==> config.mk <==
export PLATFORM = sky130hd
export DESIGN_NAME = fmul_scheduler
export DESIGN_NICKNAME = d
export VERILOG_FILES = /design/src/rtl/fp_exec_pkg.sv /design/src/rtl/rr_arbiter2.sv /design/src/rtl/fmul_scheduler.sv
export SDC_FILE = /design/constraint.sdc
export NUM_CORES = 1
export LEC_CHECK = 0
export BUFFER_PORTS_ARGS = -buffer_cell sky130_fd_sc_hd__buf_4
export CAP_MARGIN = 20
export CORE_AREA = 2 2 164 166
export CTS_BUF_LIST = sky130_fd_sc_hd__clkbuf_4 sky130_fd_sc_hd__clkbuf_8
export DETAILED_ROUTE_END_ITERATION = 16
export DIE_AREA = 0 0 166 168
export HOLD_SLACK_MARGIN = 0.12
export PLACE_DENSITY = 0.7
export SLEW_MARGIN = 25
export SYNTH_ARGS = -nofsm -noshare
export SYNTH_HDL_FRONTEND = slang
export SYNTH_SLANG_ARGS = --single-unit
==> constraint.sdc <==
create_clock -name clk_i -period 2.59 [get_ports clk_i]
set_clock_uncertainty 0.1 [all_clocks]
set_input_delay 0.777 -clock clk_i [delete_from_list [all_inputs] [get_ports clk_i]]
set_output_delay 0.777 -clock clk_i [all_outputs]
set_load 0.01 [all_outputs]
==> src/rtl/fp_exec_pkg.sv <==
// fp_exec_pkg: shared types and constants for the FP execute-stage helpers.
`default_nettype none

package fp_exec_pkg;

  localparam int REQ_ID_W  = 1;
  localparam logic [REQ_ID_W-1:0] REQ_MAIN = 1'b0;
  localparam logic [REQ_ID_W-1:0] REQ_AUX  = 1'b1;

  localparam int FP_W      = 32;
  localparam int PROD_W    = 64;
  // Widest tag any user may carry; narrower tags are zero-extended into it.
  localparam int TAG_MAX_W = 16;

  typedef struct packed {
    logic                 valid;
    logic [REQ_ID_W-1:0]  owner;
    logic [TAG_MAX_W-1:0] tag;
  } tp_entry_t;

endpackage

`default_nettype wire

==> src/rtl/rr_arbiter2.sv <==
// rr_arbiter2: two-way round-robin arbiter with a per-requester mask; the
// most recently granted requester loses the next contention.
`default_nettype none

module rr_arbiter2
  import fp_exec_pkg::*;
(
  input  logic       clk_i,
  input  logic       rst_i,
  input  logic [1:0] req_i,
  input  logic [1:0] mask_i,
  output logic [1:0] gnt_o
);

  logic [REQ_ID_W-1:0] last_q;
  logic [1:0]          elig;

  assign elig = req_i & ~mask_i;

  always_comb begin
    gnt_o = elig;
    if (&elig) gnt_o = (last_q == REQ_MAIN) ? 2'b10 : 2'b01;
  end

  // Resetting to the aux id lets the main path win the first contention.
  always_ff @(posedge clk_i or negedge rst_i) begin
    if (!rst_i)      last_q <= REQ_AUX;
    else if (|elig)  last_q <= gnt_o[1];
  end

endmodule

`default_nettype wire

==> src/rtl/fmul_scheduler.sv <==
// fmul_scheduler: shares one pipelined FP multiplier between two requesters,
// tracking owner/tag per in-flight op and routing products back to the owner.
`default_nettype none

module fmul_scheduler
  import fp_exec_pkg::*;
#(
  parameter int MUL_LATENCY = 3,
  parameter int TAG_W       = 5
) (
  input  logic              clk_i,
  input  logic              rst_i,
  input  logic              req0_valid_i,
  output logic              req0_ready_o,
  input  logic [FP_W-1:0]   req0_op1_i,
  input  logic [FP_W-1:0]   req0_op2_i,
  input  logic [TAG_W-1:0]  req0_tag_i,
  input  logic              req1_valid_i,
  output logic              req1_ready_o,
  input  logic [FP_W-1:0]   req1_op1_i,
  input  logic [FP_W-1:0]   req1_op2_i,
  input  logic [TAG_W-1:0]  req1_tag_i,
  input  logic              flush_i,
  output logic              mul_start_o,
  output logic [FP_W-1:0]   mul_op1_o,
  output logic [FP_W-1:0]   mul_op2_o,
  input  logic [PROD_W-1:0] mul_result_i,
  output logic              res0_valid_o,
  output logic [PROD_W-1:0] res0_data_o,
  output logic [TAG_W-1:0]  res0_tag_o,
  output logic              res1_valid_o,
  output logic [PROD_W-1:0] res1_data_o,
  output logic [TAG_W-1:0]  res1_tag_o,
  output logic              busy_o,
  output logic [3:0]        inflight_cnt_o
);

  logic [1:0] gnt;

  rr_arbiter2 u_arb (
    .clk_i  (clk_i),
    .rst_i  (rst_i),
    .req_i  ({req1_valid_i, req0_valid_i}),
    .mask_i ({1'b0, flush_i}),
    .gnt_o  (gnt)
  );

  assign req0_ready_o = gnt[0];
  assign req1_ready_o = gnt[1];
  assign mul_start_o  = |gnt;

  logic [FP_W-1:0]  op1_sel, op2_sel, op1_q, op2_q;
  logic [TAG_W-1:0] tag_sel;

  always_comb begin
    op1_sel = gnt[1] ? req1_op1_i : req0_op1_i;
    op2_sel = gnt[1] ? req1_op2_i : req0_op2_i;
    tag_sel = gnt[1] ? req1_tag_i : req0_tag_i;
  end

  // Operands hold their last launched value while idle to avoid toggling.
  assign mul_op1_o = mul_start_o ? op1_sel : op1_q;
  assign mul_op2_o = mul_start_o ? op2_sel : op2_q;

  always_ff @(posedge clk_i or negedge rst_i) begin
    if (!rst_i) begin
      op1_q <= '0;
      op2_q <= '0;
    end else if (mul_start_o) begin
      op1_q <= op1_sel;
      op2_q <= op2_sel;
    end
  end

  tp_entry_t  pipe_q [MUL_LATENCY];
  tp_entry_t  pipe_d [MUL_LATENCY];
  logic [3:0] cnt_d, cnt_q;

  always_comb begin
    pipe_d[0].valid = mul_start_o;
    pipe_d[0].owner = gnt[1];
    pipe_d[0].tag   = TAG_MAX_W'(tag_sel);
    for (int i = 1; i < MUL_LATENCY; i++) begin
      pipe_d[i] = pipe_q[i-1];
      if (flush_i && (pipe_q[i-1].owner == REQ_MAIN)) pipe_d[i].valid = 1'b0;
    end
    cnt_d = '0;
    for (int i = 0; i < MUL_LATENCY; i++) cnt_d = cnt_d + 4'(pipe_d[i].valid);
  end

  always_ff @(posedge clk_i or negedge rst_i) begin
    if (!rst_i) begin
      for (int i = 0; i < MUL_LATENCY; i++) pipe_q[i] <= '0;
      cnt_q <= '0;
    end else begin
      for (int i = 0; i < MUL_LATENCY; i++) pipe_q[i] <= pipe_d[i];
      cnt_q <= cnt_d;
    end
  end

  // The last stage lines up with the cycle mul_result_i carries its product.
  logic ret0, ret1;
  assign ret0 = pipe_q[MUL_LATENCY-1].valid && (pipe_q[MUL_LATENCY-1].owner == REQ_MAIN) && !flush_i;
  assign ret1 = pipe_q[MUL_LATENCY-1].valid && (pipe_q[MUL_LATENCY-1].owner == REQ_AUX);

  logic              res0_valid_q, res1_valid_q;
  logic [PROD_W-1:0] res0_data_q, res1_data_q;
  logic [TAG_W-1:0]  res0_tag_q, res1_tag_q;

  always_ff @(posedge clk_i or negedge rst_i) begin
    if (!rst_i) begin
      res0_valid_q <= 1'b0;
      res0_data_q  <= '0;
      res0_tag_q   <= '0;
      res1_valid_q <= 1'b0;
      res1_data_q  <= '0;
      res1_tag_q   <= '0;
    end else begin
      res0_valid_q <= ret0;
      res1_valid_q <= ret1;
      if (ret0) begin
        res0_data_q <= mul_result_i;
        res0_tag_q  <= pipe_q[MUL_LATENCY-1].tag[TAG_W-1:0];
      end
      if (ret1) begin
        res1_data_q <= mul_result_i;
        res1_tag_q  <= pipe_q[MUL_LATENCY-1].tag[TAG_W-1:0];
      end
    end
  end

  assign res0_valid_o   = res0_valid_q;
  assign res0_data_o    = res0_data_q;
  assign res0_tag_o     = res0_tag_q;
  assign res1_valid_o   = res1_valid_q;
  assign res1_data_o    = res1_data_q;
  assign res1_tag_o     = res1_tag_q;
  assign inflight_cnt_o = cnt_q;
  assign busy_o         = (cnt_q != 4'd0) | res0_valid_q | res1_valid_q;

endmodule

`default_nettype wire

# Word level (Yosys, flattened, before mapping)
# Cells that the tools add are included.
classes:
  n_addsub: 2
  n_bitwise: 7
  n_mux: 9
  reduce_logical: 10
ops:
  columns: ["operator", "n"]
  rows:
  - ["$mux W32", 4]
  - ["$logic_and A1 B1 Y1", 5]
  - ["$mux W5", 1]
  - ["$mux W2", 2]
  - ["$reduce_bool A4 Y1", 1]
  - ["$reduce_or A2 Y1", 2]
  - ["$add A2 B1 Y3", 1]
  - ["$not A1 Y1", 3]
  - ["$add A1 B1 Y2", 1]
  - ["$and A2 B2 Y2", 1]
  - ["$mux W1", 2]
  - ["$not A1 Y2", 1]
  - ["$or A1 B1 Y1", 2]
  - ["$reduce_and A2 Y1", 1]
  - ["$logic_not A1 Y1", 1]
word_totals:
  register_bits: 229
  elab_cells: 47
  inputBits: 207
  out_inout_bits: 212

# Logic depth before layout (Yosys ltp)
logic_depth:
  ltp_word: 7
  depth_mapped: 6
  mapped_depth_nobuf: 5

# Modules after synthesis
# A second synthesis with hierarchy kept.
unflattened:
  cells_unflattened: 621
  area_unflattened_um2: 8898.5
by_module_without_submodules:
  columns: ["module", "cells_per_inst", "area_each_um2", "instances"]
  rows:
  - ["fmul_scheduler", 615, 8822.2, 1]
  - ["rr_arbiter2", 6, 76.3, 1]

# Least setup slack after synthesis
# No wires, ideal clock.
synth_path:
  path_type: "in2out"
  from: "in flush_i"
  to: "out mul_op1_o[10]"
  arrival_ns: 1.776
  stages: 6
  slack_ns: -0.063
  required_time_ns: 1.713
  path_cell_list: "nand2b_4 nand2_2 inv_1 buf_6 buf_4 o31ai_1"
synth_via:
  elab_chain_cells: 6
synth_rtl:
  columns: ["element", "line", "source"]
  rows:
  - ["start, declared", "fmul_scheduler.sv:23", "input logic flush_i,"]
  - ["$not A1 Y2 (*)", "rr_arbiter2.sv:18", "assign elig = req_i & ~mask_i;"]
  - ["$and A2 B2 Y2 (*)", "rr_arbiter2.sv:18", null]
  - ["$reduce_and A2 Y1", "rr_arbiter2.sv:22", "if (&elig) gnt_o = (last_q == REQ_MAIN) ? 2'b10 : 2'b01;"]
  - ["$mux W2 (*)", "rr_arbiter2.sv:22", null]
  - ["$reduce_or A2 Y1 (*)", "fmul_scheduler.sv:50", "assign mul_start_o = |gnt;"]
  - ["via mul_start_o", "fmul_scheduler.sv:24", "output logic mul_start_o,"]
  - ["$mux W32 (*)", null, null]
  - ["end, declared", "fmul_scheduler.sv:25", "output logic [FP_W-1:0] mul_op1_o,"]
# Mark *: on every way through the listed nets, which the timed path passes. The rest lies on a longest branch.

# Final worst setup path
layout_path:
  from: "reg u_arb.last_q"
  to: "out mul_op1_o[0]"
layout_via:
  elab_chain_cells: 4
layout_rtl:
  columns: ["element", "line", "source"]
  rows:
  - ["start, declared", "rr_arbiter2.sv:15", "logic [REQ_ID_W-1:0] last_q;"]
  - ["start signal, assigned", "rr_arbiter2.sv:28", "else if (|elig) last_q <= gnt_o[1];"]
  - ["$mux W2 (*) (2 in a row)", "rr_arbiter2.sv:22", null]
  - ["$mux W32 / $reduce_or A2 Y1 (equally long branches)", "fmul_scheduler.sv:56, fmul_scheduler.sv:50", null]
  - ["$mux W32 (*)", null, null]
# Mark *: on every way between the ends. The rest lies on a longest branch, timed or not.

==> metrics.txt <==
synth top area cells=dfrtp_1 61%, mux2_2 17%, nor3_1 6.8%, o31ai_1 5.1%, nand3_1 3.4%; Reg clk slew, reported paths=~0.06 ns; # IOs=419; startpoint class of the critical path=flop; Crit. End Element=primary output; global-route wire length before repair=46.7 mm; DIE AREA=27900 µm²; Max Cap Viol=0; sequential element share of the synthesized area=between 60 and 70%; clk buf depth=3; Clock H-tree levels=2; Setup crit start=u_arb.last_q$_DFFE_PN1P_; routability cong.=between 0.8 and 0.9; DRC=0; run status=complete, but fails checks; crit path cell chain=and3b_4 -> buf_12 -> buf_8 -> buf_4 -> nor3_4 -> o31ai_4 -> buf_6; vias in the first global route=8295; Vias=8121; Yosys reg bits=between 200 and 250; Core Footprint=26400 µm²; Final Setup Violations=65; Clk Latency, worst-skew pair=0.53 ns; NumNets Final=about 1400; root buffer cell=clkbuf_8; CTS tree=done; Max Transition Viols Final=0; Async S/R FF share, synth=100%; RSZ-0062 raised after global routing=true; I/O Buffers=416; Die W=166 µm; Mapped Area=9360 µm²; HPWL Detailed=between 20 and 25 mm; Hold Crit Endpoint=pipe_d[4]$_DFF_PN0_; end of the worst register-to-register path=pipe_d[19]$_DFF_PN0_; fin crit share=119%; Hold Path Depth=0; P per Cell Area=757 nW/µm²; GRT overflow=0; Pre-antenna DRT Iters=5; post-DR wirelength/cell=19.8 µm; fin crit period=3.08 ns; VDD IR max=approximately 460 µV; Critical Setup Path Class=flop to primary output; DRT antenna net count=0; main flop type after synthesis=dfrtp_1; Final Hold Fails=0; pre-CTS worst setup slack=-0.355 ns; Hold Crit Start=pipe_d[22]$_DFF_PN0_; drt initial violations=between 500 and 600; r2r setup slk=between 0.5 and 0.6 ns; Crit path arrival time=approximately 2.2 ns; Synth area leader=dfrtp_1; share of the synthesized area in the top cell type=approximately three fifths; die height=168 µm; number of flops mapped to enable cells by yosys=0; Initial Util=35.5%; CTS Sinks=228; Inserted Clock Buffers=40; # rows=60; failing checks=setup timing; Worst slew margin=66.9%; Leak=6.94 nW; Mapped Cells=717; reg2reg path depth=8; Post-Synthesis Mean Instance Area=13.1 µm²; CP max stage cell=dfstp_2; Area growth, synth to finish=62.6%; Required @ worst endpoint=1.71 ns; final WL=31.3 mm; Core Util, Final=57.8%; final worst slack=-0.491 ns; fill count=2071; CP Max Fanout=7; Tightest Pin Transition=0.492 ns; Peak Freq=325 MHz; share of cells above drive strength 1=67.2%; delay of the slowest cell on the worst path=0.54 ns; Synth cell types=25; largest net degree at the start of global routing=slightly below 60; Hold Path Class=flop to flop; Tot GR Track Use=21.1%; Reg2Reg Launch Point=u_arb.last_q$_DFFE_PN1P_; initial antenna violation count=5; vias per cell=5.14; Synth warnings=0
kinds of logic after synthesis:
group	after synthesis	synth area share, %
compound gates	66	5.24
flops	228	61.0
simple gates	203	11.2
other cells	1	0.0401
mux	143	17.2
fa+ha+maj	1	0.214
buf+inv	75	5.16
flip-flops by register name, indices dropped and copies added (netlist names):
register / cells
res0_tag_o: 5
u_arb.last_q: 1
res1_valid_o: 1
inflight_cnt_o: 2
pipe_d: 12
res0_data_o: 64
op1_q: 32
op2_q: 32
res1_tag_o: 5
pipe_q: 9
res1_data_o: 64
res0_valid_o: 1
final cells by class:
class                   instances  area [µm²]  share of cell area (%)
clock inverters                 6         111                   0.732
diodes                          4        10.0                  0.0658
well taps                     341         427                    2.80
clock buffers                  58         711                    4.67
repair buffers                520        4380                    28.8
inverters                       9        35.0                   0.230
multi-input cells             415        3840                    25.2
flip-flops and latches        228        5710                    37.5
worst max path at each step:
stage,endpoint,slack (ns),cells after the start
3_3_place_gp,mul_op1_o[29],-0.33,6
4_1_cts,mul_op2_o[5],-0.47,7
3_5_place_dp,mul_op1_o[26],-0.35,6
6_report,mul_op1_o[0],-0.49,7
2_1_floorplan,mul_op1_o[10],-0.06,6
5_1_grt,mul_op1_o[0],-0.56,7
what timing repair did:
item / in CTS / in global routing
hold buffers: 1 / 0
cloned: 6 / 0
setup endpoints to repair: 66 / 66
endpoints found under the hold margin: 52 / 0
pin swaps: 53 / 19
resized for setup: 87 / 55
buffers inserted: 26 / 13
synth_stat cells, types with 2 or more instances:
| cell | n |
|---|---|
| o21ai_0 | 2 |
| nor3_1 | 128 |
| buf_4 | 8 |
| nor2_1 | 3 |
| buf_2 | 27 |
| dfrtp_1 | 227 |
| clkbuf_1 | 13 |
| mux2_1 | 5 |
| inv_1 | 9 |
| nand3_1 | 64 |
| o31ai_1 | 64 |
| buf_6 | 17 |
| mux2_2 | 138 |
power by group:
group | total (mW) | internal [mW] | switching, mW
clock network | 3.50 | 2.05 | 1.45
registers | 4.67 | 4.30 | 0.366
logic | 3.35 | 1.91 | 1.45
layer usage:
layer,share of wire (%),routed length (µm),global-route usage (%),up-vias
met5,0.042,13,0,-
met4,4.6,1450,9.91,2
met3,9.5,2970,7.03,88
met2,49,15200,35.0,401
met1,37,11700,24.9,4020
li1,-,-,-,3610
per-stage QoR:
step                cell area, µm²  total power [mW]  setup TNS, ns  cells  hold WS, ns
global route                 15200              12.0         -29.45   1581        0.255
finish                       15200              11.5         -23.88   1581        0.242
global placement             13200              7.72         -17.04   1469        0.233
CTS                          14900              11.5         -26.56   1566        0.253
detailed placement           13200              7.80         -17.84   1469        0.239
floorplan                     9410              5.96          -3.17    718        0.231
critical path, delay by kind of cell (launching register included):
family          cells  cell delay, ns
flops               1            0.54
buf+inv             4            0.56
simple gates        2            0.26
compound gates      1            0.30
layout by cell type, fill, tap and decap left out, types with 6 or more instances in the layout:
master | netlist | final
buf_4 | 8 | 471
dfrtp_1 | 227 | 227
mux2_2 | 138 | 138
nor3_1 | 128 | 86
nand3_1 | 64 | 64
o31ai_2 | 0 | 50
clkbuf_8 | 1 | 44
nor3_2 | 0 | 25
buf_12 | 0 | 25
nor3_4 | 0 | 17
buf_6 | 17 | 16
clkbuf_4 | 0 | 14
o31ai_1 | 64 | 9
inv_1 | 9 | 6
(Power assumes the default switching activity.)
